## config.mk

```make
export PLATFORM = sky130hd
export DESIGN_NAME = spu_mald_mq_flat
export DESIGN_NICKNAME = d
export VERILOG_FILES = /design/src/rtl/spu_mald_mq_if.sv /design/src/rtl/spu_mald_mq.sv /design/src/flat_wrapper.sv
export SDC_FILE = /design/constraint.sdc
export NUM_CORES = 1
export LEC_CHECK = 0
export ABC_CLOCK_PERIOD_IN_PS = 4250
export CAP_MARGIN = 30
export CORE_UTILIZATION = 50
export CTS_BUF_LIST = sky130_fd_sc_hd__clkbuf_4 sky130_fd_sc_hd__clkbuf_8 sky130_fd_sc_hd__clkbuf_16
export CTS_CLUSTER_DIAMETER = 150
export DETAILED_ROUTE_END_ITERATION = 10
export GPL_TIMING_DRIVEN = 0
export PLACE_DENSITY = 0.77
export RECOVER_POWER = 100
export REMOVE_ABC_BUFFERS = 1
export SLEW_MARGIN = 20
export SYNTH_ARGS = -nofsm -noshare
export SYNTH_HDL_FRONTEND = slang
export SYNTH_SLANG_ARGS = --single-unit
```

## constraint.sdc

```tcl
create_clock -name rclk -period 4.25 [get_ports rclk]
set_input_delay 0.85 -clock rclk [delete_from_list [all_inputs] [get_ports rclk]]
set_output_delay 0.85 -clock rclk [all_outputs]
set_load 0.01 [all_outputs]
```

## src/rtl/spu_mald_mq_if.sv

```systemverilog
// LSU-side request/line-return channel of the MA load sequencer.
// ldreq is held until ldreq_ack; a request transfers on the cycle both are high.
interface spu_mald_mq_if;
    logic ldreq;
    logic ldreq_ack;
    logic ln_received;
    logic unc_err;
    logic mpa_inc;
    logic rstln;

    modport master (
        output ldreq, mpa_inc, rstln,
        input  ldreq_ack, ln_received, unc_err
    );

    modport slave (
        input  ldreq, mpa_inc, rstln,
        output ldreq_ack, ln_received, unc_err
    );
endinterface

```

## src/rtl/spu_mald_mq.sv

```systemverilog
// Multi-outstanding L2->MA memory load sequencer with line request and line write FSMs.
// Define SPU_MALD_PREFETCH_EN to allow MAX_OUTST overlapped requests; otherwise strictly serial.
module spu_mald_mq #(
    parameter int LEN_W     = 6,
    parameter int WPL       = 2,
    parameter int MAX_OUTST = 2
) (
    input  logic                         rclk,
    input  logic                         arst_l,
    input  logic                         se,
    input  logic                         start,
    input  logic                         ldop,
    input  logic [LEN_W-1:0]             len,
    input  logic [$clog2(WPL)-1:0]       start_ofs,
    spu_mald_mq_if.master                lsu,
    input  logic                         stxa_abort,
    output logic                         memwen,
    output logic [$clog2(WPL)-1:0]       word_sel,
    output logic                         maaddr_inc,
    output logic                         busy,
    output logic                         done,
    output logic                         done_set,
    output logic [$clog2(MAX_OUTST):0]   outst_cnt,
    output logic [3:0]                   dbg_state
);
    localparam int OFS_W = $clog2(WPL);
    localparam int CNT_W = $clog2(MAX_OUTST) + 1;
`ifdef SPU_MALD_PREFETCH_EN
    localparam int LIMIT = MAX_OUTST;
`else
    localparam int LIMIT = 1;
`endif

    typedef enum logic [1:0] {R_IDLE, R_REQ, R_HOLD} r_state_t;
    typedef enum logic [1:0] {W_IDLE, W_WAIT, W_CAP, W_WR} w_state_t;

    r_state_t         r_rst;
    w_state_t         r_wst;
    logic [LEN_W-1:0] r_wrem;
    logic [LEN_W:0]   r_lreq;
    logic [OFS_W-1:0] r_wofs;
    logic [CNT_W-1:0] r_cnt;
    logic             r_busy;
    logic             r_done;
    logic             r_done_set;
    logic             r_maaddr_inc;

    logic             w_start;
    logic             w_accept;
    logic             w_wr;
    logic             w_line_end;
    logic             w_abort;
    logic [CNT_W-1:0] w_cnt_nxt;
    logic [LEN_W:0]   w_lreq_sum;
    logic [LEN_W:0]   w_lreq_init;
    logic             w_unused;

    assign w_unused    = se;
    assign w_start     = start & ldop & ~r_busy;
    assign w_accept    = (r_rst == R_REQ) & lsu.ldreq_ack;
    assign w_wr        = (r_wst == W_WR);
    assign w_line_end  = w_wr & ((r_wofs == OFS_W'(WPL - 1)) | (r_wrem == LEN_W'(1)));
    assign w_abort     = lsu.unc_err | (stxa_abort & w_wr);
    assign w_cnt_nxt   = r_cnt + CNT_W'(w_accept) - CNT_W'(w_line_end);
    // Lines touched = ceil((start_ofs + len) / WPL).
    assign w_lreq_sum  = {1'b0, len} + (LEN_W+1)'(start_ofs) + (LEN_W+1)'(WPL - 1);
    assign w_lreq_init = w_lreq_sum >> OFS_W;

    assign lsu.ldreq   = (r_rst == R_REQ);
    assign lsu.mpa_inc = w_accept;
    assign lsu.rstln   = w_line_end | w_abort;
    assign memwen      = w_wr;
    assign word_sel    = r_wofs;
    assign maaddr_inc  = r_maaddr_inc;
    assign busy        = r_busy;
    assign done        = r_done;
    assign done_set    = r_done_set;
    assign outst_cnt   = r_cnt;
    assign dbg_state   = {r_rst, r_wst};

    always_ff @(posedge rclk or negedge arst_l) begin
        if (!arst_l) begin
            r_rst        <= R_IDLE;
            r_wst        <= W_IDLE;
            r_wrem       <= '0;
            r_lreq       <= '0;
            r_wofs       <= '0;
            r_cnt        <= '0;
            r_busy       <= 1'b0;
            r_done       <= 1'b0;
            r_done_set   <= 1'b0;
            r_maaddr_inc <= 1'b0;
        end else begin
            r_maaddr_inc <= w_wr;
            r_done       <= 1'b0;

            if (w_start)
                r_done_set <= 1'b0;
            else if ((r_done | w_abort) & ldop)
                r_done_set <= 1'b1;

            if (w_abort) begin
                // Lines still in flight are drained by the LSU; nothing is retained here.
                r_rst  <= R_IDLE;
                r_wst  <= W_IDLE;
                r_wrem <= '0;
                r_lreq <= '0;
                r_wofs <= '0;
                r_cnt  <= '0;
                r_busy <= 1'b0;
            end else if (w_start) begin
                r_wrem <= len;
                r_lreq <= w_lreq_init;
                r_wofs <= start_ofs;
                r_cnt  <= '0;
                if (len == '0) begin
                    r_done <= 1'b1;
                    r_busy <= 1'b0;
                end else begin
                    r_busy <= 1'b1;
                    r_rst  <= R_REQ;
                    r_wst  <= W_WAIT;
                end
            end else begin
                r_cnt <= w_cnt_nxt;

                case (r_rst)
                    R_REQ: begin
                        if (w_accept) begin
                            r_lreq <= r_lreq - (LEN_W+1)'(1);
                            if (r_lreq == (LEN_W+1)'(1))
                                r_rst <= R_IDLE;
                            else if (w_cnt_nxt >= CNT_W'(LIMIT))
                                r_rst <= R_HOLD;
                        end
                    end
                    R_HOLD: begin
                        if (w_line_end)
                            r_rst <= R_REQ;
                    end
                    default: ;
                endcase

                case (r_wst)
                    W_WAIT: begin
                        if (lsu.ln_received && (r_cnt != '0))
                            r_wst <= W_CAP;
                    end
                    W_CAP: r_wst <= W_WR;
                    W_WR: begin
                        r_wrem <= r_wrem - LEN_W'(1);
                        r_wofs <= w_line_end ? '0 : r_wofs + OFS_W'(1);
                        if (w_line_end && (r_wrem == LEN_W'(1))) begin
                            r_wst  <= W_IDLE;
                            r_rst  <= R_IDLE;
                            r_busy <= 1'b0;
                            r_done <= 1'b1;
                        end else if (w_line_end) begin
                            r_wst <= W_WAIT;
                        end
                    end
                    default: ;
                endcase
            end
        end
    end
endmodule

```

## src/flat_wrapper.sv

```systemverilog
// flat-port wrapper written by rule: the top's interface ports become plain ports
module spu_mald_mq_flat 
#(
    parameter int LEN_W     = 6,
    parameter int WPL       = 2,
    parameter int MAX_OUTST = 2
)
  (rclk, arst_l, se, start, ldop, len, start_ofs, stxa_abort, memwen, word_sel, maaddr_inc, busy, done, done_set, outst_cnt, dbg_state, lsu_ldreq, lsu_mpa_inc, lsu_rstln, lsu_ldreq_ack, lsu_ln_received, lsu_unc_err);
  spu_mald_mq_if lsu_i ();
  input  logic rclk;
  input  logic arst_l;
  input  logic se;
  input  logic start;
  input  logic ldop;
  input  logic [LEN_W-1:0] len;
  input  logic [$clog2(WPL)-1:0] start_ofs;
  input  logic stxa_abort;
  output logic memwen;
  output logic [$clog2(WPL)-1:0] word_sel;
  output logic maaddr_inc;
  output logic busy;
  output logic done;
  output logic done_set;
  output logic [$clog2(MAX_OUTST):0] outst_cnt;
  output logic [3:0] dbg_state;
  output wire logic [$bits(lsu_i.ldreq)-1:0] lsu_ldreq;
  output wire logic [$bits(lsu_i.mpa_inc)-1:0] lsu_mpa_inc;
  output wire logic [$bits(lsu_i.rstln)-1:0] lsu_rstln;
  input wire logic [$bits(lsu_i.ldreq_ack)-1:0] lsu_ldreq_ack;
  input wire logic [$bits(lsu_i.ln_received)-1:0] lsu_ln_received;
  input wire logic [$bits(lsu_i.unc_err)-1:0] lsu_unc_err;
  assign lsu_ldreq = lsu_i.ldreq;
  assign lsu_mpa_inc = lsu_i.mpa_inc;
  assign lsu_rstln = lsu_i.rstln;
  assign lsu_i.ldreq_ack = lsu_ldreq_ack;
  assign lsu_i.ln_received = lsu_ln_received;
  assign lsu_i.unc_err = lsu_unc_err;
  spu_mald_mq #(.LEN_W(LEN_W), .WPL(WPL), .MAX_OUTST(MAX_OUTST)) u_core (.rclk(rclk), .arst_l(arst_l), .se(se), .start(start), .ldop(ldop), .len(len), .start_ofs(start_ofs), .lsu(lsu_i), .stxa_abort(stxa_abort), .memwen(memwen), .word_sel(word_sel), .maaddr_inc(maaddr_inc), .busy(busy), .done(done), .done_set(done_set), .outst_cnt(outst_cnt), .dbg_state(dbg_state));
endmodule
```

Word-level counts from Yosys, hierarchy flattened
Cells that the tools add are included.
{ "word_totals": {"elab_cells": 93, "register_bits": 24, "inputBits": 16, "out_inout_bits": 15} }
{ "classes": {"n_reduce_logical": 13, "addsub": 7, "n_mux": 41, "n_eq_ne": 10, "bitwise_logic": 11, "n_lt_le_gt_ge": 1} }
{ "ops": {"columns": ["op", "n"], "rows": [
  ["$mux 2", 16],
  ["$mux 7", 4],
  ["$mux 6", 3],
  ["$mux 1", 16],
  ["$reduce_bool 3->1", 4],
  ["$add 6x1->7", 1],
  ["$add 7x1->7 const B", 1],
  ["$eq 7x1->1 const B", 1],
  ["$sub 7x1->7 const B", 1],
  ["$and 1x1->1", 6],
  ["$eq 2x2->1 const B", 3],
  ["$eq 6x1->1 const B", 1],
  ["$logic_not 6->1", 1],
  ["$pmux 2 s3", 1],
  ["$sub 6x1->6 const B", 1],
  ["$ne 5x4->1 const B", 1],
  ["$reduce_bool 5->1", 1],
  ["$eq 2x1->1 const B", 2],
  ["$ne 4x1->1 const B", 1],
  ["$or 1x1->1", 4],
  ["$pmux 2 s2", 1],
  ["$reduce_and 2->1", 2],
  ["$reduce_and 4->1", 1],
  ["$reduce_bool 2->1", 2],
  ["other kinds (7)", 8]
]} }

Logic depth before layout (Yosys ltp)
Gate-level depths: netlist of run 1.
{ "logic_depth": {"ltp_word": 13, "ltp_mapped": 12, "ltp_nobuf": 11} }

Least setup slack after synthesis of run 1
Ideal clock, no wire load.
{ "synth_path": {"path_kind": "in2reg", "from": "input port lsu_ldreq_ack", "to": "register u_core.r_rst[0]", "arrival_ps": 2181, "path_buffers": 1, "path_stages": 10, "required_time_ps": 4120, "setup_slack_ps": 1938, "setup_ps": 130, "path_cell_list": "and2_1 buf_4 inv_2 ha_1 inv_1 ha_1 xnor3_1 a21oi_1 nor2b_1 o21ai_0"} }
{ "synth_via": {"elab_chain_len": 12} }
{ "synth_lines": {"columns": ["item", "line", "text"], "rows": [
  ["start: declaration", "flat_wrapper.sv:29", "input wire logic [$bits(lsu_i.ldreq_ack)-1:0] lsu_ldreq_ack;"],
  ["$and 1x1->1 (*)", "spu_mald_mq.sv:60", "assign w_accept = (r_rst == R_REQ) & lsu.ldreq_ack;"],
  ["net lsu_mpa_inc", "flat_wrapper.sv:27", "output wire logic [$bits(lsu_i.mpa_inc)-1:0] lsu_mpa_inc;"],
  ["$add 2x1->2", "spu_mald_mq.sv:64", "assign w_cnt_nxt = r_cnt + CNT_W'(w_accept) - CNT_W'(w_line_end);"],
  ["$sub 2x1->2", "spu_mald_mq.sv:64", null],
  ["$ge 2x1->1", "spu_mald_mq.sv:133", "else if (w_cnt_nxt >= CNT_W'(LIMIT))"],
  ["$mux 2", "spu_mald_mq.sv:133", null],
  ["$mux 2", "spu_mald_mq.sv:131", "if (r_lreq == (LEN_W+1)'(1))"],
  ["$mux 2 (*)", "spu_mald_mq.sv:129", "if (w_accept) begin"],
  ["$pmux 2 s2 (*)", "spu_mald_mq.sv:127", "case (r_rst)"],
  ["$mux 2", "spu_mald_mq.sv:153", "if (w_line_end && (r_wrem == LEN_W'(1))) begin"],
  ["$mux 2 (*)", "spu_mald_mq.sv:144", "case (r_wst)"],
  ["$mux 2 (*)", "spu_mald_mq.sv:111", "end else if (w_start) begin"],
  ["$mux 2 (*)", "spu_mald_mq.sv:102", "if (w_abort) begin"],
  ["end signal: assignment", "spu_mald_mq.sv:104", "r_rst <= R_IDLE;"],
  ["end signal: assignment", "spu_mald_mq.sv:121", "r_rst <= R_REQ;"],
  ["end signal: assignment", "spu_mald_mq.sv:155", "r_rst <= R_IDLE;"],
  ["end: declaration", "spu_mald_mq.sv:37", "r_state_t r_rst;"]
]} }
The timed path passes the listed nets; every way through them passes the cells marked *.
A chain may end at the register's enable or synchronous reset.

Worst setup path in the final report of run 1
{ "layout_path": {"from": "input port lsu_ldreq_ack", "to": "output port lsu_mpa_inc"} }
{ "layout_via": {"elab_chain_len": 1} }
{ "layout_lines": {"columns": ["item", "line"], "rows": [
  ["$and 1x1->1", "spu_mald_mq.sv:60"],
  ["end: declaration", "flat_wrapper.sv:27"]
]} }
Every way passes these cells.

==> flow_summary.yaml, run 1 <==
run_status:
  status: "completed"
logic_synthesis:
  synth_top_area_share_pct: 36.3
  syn_area_mm2: 0.00166
  async_reset_ff_share_pct: 100
  synth_xor_area_share_pct: 8.77
  synthCells: 177
  syn_area_per_cell_um2: 9.35
  yosysMostFrequentCell: "dfrtp_1"
  synth_seq_cells: 24
  ys.flop_type: "dfrtp_1"
  synthDistinctLibCells: 45
  synthTopCellsByCount: "dfrtp_1 (24), nor2_1 (15), ha_1 (13)"
  synth_area_leaders: "dfrtp_1 (36%), ha_1 (9.8%), xnor2_1 (4.2%)"
  synthSimpleGateAreaFrac_pct: 19.6
  yosysWarnings: 0
  synth_top_family_by_area: "compound AO/OA/AOI/OAI gates"
  ys_seq_area_share_pct: 36.3
  synth_compound_area_share_pct: 20.0
  synth_area_leader_cell: "dfrtp_1"
  synth_edf_count: 0
  synthAdderAreaFrac_pct: 9.83
  synthMuxAreaShare_pct: 0
floorplanning:
  fp.coreArea_mm2: 0.00310
  pin_count: 31
  die_area_mm2: 0.00355
  die_x_um: 59.5
  num_rows: 20
  initial_utilization_pct: 53.3
  die_y_um: 59.5
cells_and_area:
  fin_area_mm2: 0.00201
  diodes: 0
  nets: 233
  utilization_pct: 64.8
  area_delta_synth_final_pct: 21.4
  drive_above_1_share_pct: 4.43
power_and_ir_drop:
  seqPwrFrac_pct: 41.1
  powerDensity_mw_per_mm2: 363
  switching_share_pct: 34.4
  fin_total_pwr_w: 0.000730
  ir_drop_uv: 194
  clkPwrFrac_pct: 23.4
  leakagePower_nw: 0.891
  intPower_w: 0.000478
  combPwrFrac_pct: 35.5
  netSwitchingPower_w: 0.000251
timing:
  final_max_slew_viol_count: 0
  skew_ns: 0.00257
  min_period_ns: 3.21
  fmax_mhz: 312
  setup_viol: 0
  finalHoldViolations: 0
  timing.final.ws_setup_ns: 1.04
  maxSlewHeadroom_pct: 45.7
  fin_crit_sh_pct: 75.5
  tns_ns: 0
  rsz0062_at_grt: "false"
  worst_pin_slew_ns: 0.815
clocking:
  cts_tree: "built"
  cts_resized: 0
  cts_buffer_depth: 2
  cts_setup_buffers: 0
  root_buffer: "clkbuf_4"
  numCtsBuffers: 3
  htree_levels: 1
  insertion_delay_ns: 0.33
  cts_hold_buf: 0
  cts.sinks: 24
  path_clk_slew_ns: 0.14
detailed_routing:
  route.vias.total: 1447
  drc: 0
  dr.pass1.iters: 4
  drt_iter0_markers: 55
  viasPerCell: 5.86
  wl_um: 3770
  ant_nets: 0
  wl_per_cell_um: 15.2
place:
  hpwl_um: 2760
  gp_congestion: 0.783
  pre_cts_slack_ns: 1.22
  placed_cell_area_mm2: 0.00197
  portBuffers: 29
grt:
  grt_pass1_vias: 1458
  grt_use_total_pct: 22.9
  antenna_found_initial: 0
  overflow: 0
  grt_pass1_wl_um: 6090
  grt_max_degree: 22
worst_setup_path:
  critPathSlowestCell: "dlygate4sd3_1"
  reg2reg_from: "u_core.r_rst[0]"
  crit_arrival_ns: 2.36
  startpoint: "lsu_ldreq_ack"
  cp.required_ns: 3.40
  cp-start-kind: "input pin"
  cp_max_fo: 6
  cp_common_cell: "dlygate4sd3_1"
  cp_slowest_stage_delay_ns: 0.65
  path_cells: "dlygate4sd3_1, and2_0, dlygate4sd3_1"
  critPathKind: "input pin to output pin"
  crit_path_end_kind: "output pin"
flow_run:
  drv_cap: 0
hold_path:
  hp-class: "flop to flop"
  min-delay-start: "u_core.done_set"
[cells in the final DEF (no fill, tap or decap), drive strengths merged, types with 2 or more instances in the layout]
master	n
ha	13
a21boi	2
inv	13
clkbuf	4
nor2	15
nor4	5
and3	4
and3b	2
o211ai	4
dlygate4sd3	19
a211oi	9
dfrtp	24
nand3	5
xnor2	8
nand2	11
xor2	6
o211a	2
a31oi	2
a21o	3
nor3	6
clkdlybuf4s50	10
o21ai	4
a221oi	2
a21oi	12
[power by group through the flow]
stage | registers (W) | clock network [W] | logic, W
CTS | 0.000301 | 0.000173 | 0.000270
detailed placement | 0.000306 | 0 | 0.000267
global route | 0.000306 | 0.000183 | 0.000284
global placement | 0.000302 | 0 | 0.000253
finish | 0.000300 | 0.000171 | 0.000259
floorplan | 0.000305 | 0 | 0.000158
[registers in the layout, indices dropped and copies added (netlist names)]
signal and flops:
u_core.maaddr_inc 1, u_core.word_sel 1, u_core.done_set 1, u_core.done 1
u_core.r_rst 2, u_core.busy 1, u_core.r_lreq 7, u_core.outst_cnt 2
u_core.r_wst 2, u_core.r_wrem 6
[worst max-delay path: cells and delay by family]
family,cells,cell delay (ns)
and+or+nand+nor,1,0.29
buffers and inverters,2,1.21
[routing by layer]
metal | track usage (%) | up-vias | wire [um]
li1 | - | 688 | -
met1 | 27.4 | 711 | 1600
met2 | 39.6 | 41 | 1950
met3 | 3.28 | 7 | 144
met4 | 12.3 | 0 | 71
met5 | 0 | - | 0
[cell type report]
class / instances / area, um^2
clock buffer: 3 / 22.5
clock inverter: 1 / 30.0
fill: 285 / 1090
inverter: 13 / 48.8
multi-input combinational: 132 / 958
sequential: 24 / 601
tap: 44 / 55.1
timing repair buffer: 30 / 294
[final timing paths]
check	to	slack, ns	cells past startpoint
setup / recovery	lsu_mpa_inc	1.04	3
hold / removal	u_core.done_set	0.54	2
setup reg to reg	u_core.r_rst[0]	1.70	10
hold reg to reg	u_core.done_set	0.54	2
max in group asynchronous	u_core.r_lreq[1]	2.27	2
min in group asynchronous	u_core.r_wst[0]	0.90	1
[logic make-up after synthesis]
family	count (synthesis)
adder cells (fa/ha/maj)	13
AO/OA/AOI/OAI	47
flip-flops	24
XOR/XNOR	15
buffers and inverters	21
AND/OR/NAND/NOR	57
[per-stage QoR]
step	instances	hold WS, ns
global route	247	0.579
finish	247	0.536
floorplan	169	0.544
global placement	242	0.501
detailed placement	243	0.526
CTS	247	0.544
Power figures use the tool's default switching activity.
==> run 2, diff against run 1 <==
--- a/config.mk
+++ b/config.mk
@@ -5,14 +5,14 @@
 export SDC_FILE = /design/constraint.sdc
 export NUM_CORES = 1
 export LEC_CHECK = 0
-export ABC_CLOCK_PERIOD_IN_PS = 4250
+export ABC_CLOCK_PERIOD_IN_PS = 2870
 export CAP_MARGIN = 30
-export CORE_UTILIZATION = 50
+export CORE_UTILIZATION = 47
 export CTS_BUF_LIST = sky130_fd_sc_hd__clkbuf_4 sky130_fd_sc_hd__clkbuf_8 sky130_fd_sc_hd__clkbuf_16
 export CTS_CLUSTER_DIAMETER = 150
 export DETAILED_ROUTE_END_ITERATION = 10
 export GPL_TIMING_DRIVEN = 0
-export PLACE_DENSITY = 0.77
+export PLACE_DENSITY = 0.76
 export RECOVER_POWER = 100
 export REMOVE_ABC_BUFFERS = 1
 export SLEW_MARGIN = 20
==> constraint.sdc (replaced) <==
create_clock -name rclk -period 2.87 [get_ports rclk]
set_input_delay 0.574 -clock rclk [delete_from_list [all_inputs] [get_ports rclk]]
set_output_delay 0.574 -clock rclk [all_outputs]
set_load 0.01 [all_outputs]
==> flow_summary.yaml, run 2 (synthesis gave the netlist of run 1 again) <==
run_status:
  status: "completed"
worst_setup_path:
  path_cells: "ha_1, o21a_1, nand2b_1, clkdlybuf4s50_1"
  r2r_slack_ns: 0.38
  cp_top_family: "buffers and inverters"
  critPathSlowestCell: "clkdlybuf4s50_1"
  reg2reg_from: "u_core.r_rst[1]"
  r2r_cells: 11
  cp.required_ns: 2.30
  r2r-end: "u_core.r_rst[0]"
  critPathKind: "flop to output pin"
  path_buf_inv: 1
  cp_max_fo: 14
  crit_path_end_kind: "output pin"
  cp_slowest_stage_delay_ns: 0.53
  cp-start-kind: "flop"
  crit_arrival_ns: 2.14
grt:
  antenna_found_initial: 0
  grt_pass1_wl_um: 5890
  grt_pass1_vias: 1393
  overflow: 0
  grt_use_total_pct: 21.1
  grt_max_degree: 22
detailed_routing:
  wl_um: 3540
  drc: 0
  ant_nets: 0
  viasPerCell: 5.77
  dr.pass1.iters: 4
  wl_per_cell_um: 14.2
  drt_iter0_markers: 107
  route.vias.total: 1436
floorplanning:
  die_area_mm2: 0.00376
  pin_count: 31
  num_rows: 21
  initial_utilization_pct: 49.2
  die_y_um: 61.3
  die_x_um: 61.3
  fp.coreArea_mm2: 0.00336
cells_and_area:
  nets: 233
  num-fill-cells: 329
  layout.area.seq_um2: 601
  reg.largest.list: "u_core.r_lreq: 7 flops, u_core.r_wrem: 6 flops"
  final_cell_mix: "dfrtp_1 (24), dlygate4sd3_1 (17), nor2_1 (15)"
  mostFrequentLayoutCell: "dfrtp_1"
  area_delta_synth_final_pct: 20.4
  regMostFlops: "u_core.r_lreq"
  multi_input_area_um2: 956
  diodes: 0
  drive_above_1_share_pct: 4.43
  largest_reg_flops: 7
power_and_ir_drop:
  seqPwrFrac_pct: 44.4
  leakagePower_nw: 0.882
  netSwitchingPower_w: 0.000358
  clkPwrFrac_pct: 18.0
  combPwrFrac_pct: 37.5
  powerDensity_mw_per_mm2: 503
  intPower_w: 0.000644
  fin_total_pwr_w: 0.00100
  ir_drop_uv: 252
  switching_share_pct: 35.7
timing:
  worst_pin_slew_ns: 0.854
  setup_viol: 0
  finalHoldViolations: 0
  fmax_mhz: 368
  tns_ns: 0
  min_period_ns: 2.72
  maxSlewHeadroom_pct: 43.1
  rsz0062_at_grt: "false"
  skew_ns: 0.00361
  fin_crit_sh_pct: 94.7
  final_max_slew_viol_count: 0
clocking:
  insertion_delay_ns: 0.31
  htree_levels: 1
  cts_tree: "built"
  cts_buffer_depth: 2
  root_buffer: "clkbuf_4"
  numCtsBuffers: 3
  cts_setup_buffers: 0
  cts.sinks: 24
  path_clk_slew_ns: 0.13
flow_run:
  drv_cap: 0
hold_path:
  worstHoldPathCells: 2
  min_to: "u_core.done_set"
  min-delay-start: "u_core.done_set"
  hp-class: "flop to flop"
place:
  portBuffers: 29
  hpwl_um: 2670
  gp_congestion: 0.812
run 2: area by class of cell:
cell class	instances	share of cell area, %
sequential	24	30.1
timing repair buffer	30	14.8
multi-input combinational	132	48.0
tap	46	2.89
inverter	13	2.45
clock buffer	4	1.82
run 2: stage by stage:
step / hold slack (ns) / setup slack [ns] / util (%) / std cells / instance area (um^2)
global placement: 0.501 / 0.194 / 58.3 / 244 / 1960
detailed placement: 0.512 / 0.163 / 58.7 / 245 / 1980
finish: 0.531 / 0.151 / 59.3 / 249 / 1990
floorplan: 0.278 / 0.575 / - / 169 / 1610
global route: 0.591 / 0.0347 / 59.3 / 249 / 1990
CTS: 0.535 / 0.0803 / 59.8 / 249 / 2010
run 2: power groups by stage:
| stage | registers (W) | clock network [W] | logic, W |
|---|---|---|---|
| after floorplan | 0.000452 | 0 | 0.000234 |
| after global placement | 0.000447 | 0 | 0.000374 |
| after detailed placement | 0.000452 | 0 | 0.000391 |
| after CTS | 0.000446 | 0.000188 | 0.000393 |
| after global routing | 0.000452 | 0.000197 | 0.000428 |
| final | 0.000445 | 0.000181 | 0.000376 |
run 2: worst max path at each step:
stage | startpoint | endpoint | slack, ns | cells after the start
6_report | u_core.r_wst[0] | lsu_rstln | 0.15 | 4
5_1_grt | u_core.r_wst[0] | lsu_rstln | 0.03 | 4
4_1_cts | u_core.r_wst[0] | lsu_rstln | 0.08 | 4
3_5_place_dp | lsu_ldreq_ack | u_core.r_rst[0] | 0.16 | 10
3_3_place_gp | lsu_ldreq_ack | u_core.r_rst[0] | 0.19 | 10
2_1_floorplan | u_core.r_rst[1] | u_core.r_rst[0] | 0.57 | 11
run 2: tightest hold or removal path, stage by stage (launching register included):
cell and delay (ns):
dfrtp_1 0.40, inv_1 0.05, a21oi_1 0.05
run 2: what timing repair did:
action	in CTS	in global routing
resized for setup	0	1
endpoints found under the setup margin	0	1
hold buffers	0	0
run 2: layer usage:
metal | share of wire, % | vias to the layer above | routed length, um | global-route usage, %
met4 | 1.4 | 0 | 50 | 10.2
li1 | - | 695 | - | -
met3 | 4.9 | 6 | 173 | 1.89
met2 | 48 | 42 | 1690 | 35.2
met1 | 46 | 693 | 1630 | 27.7
met5 | 0 | - | 0 | 0
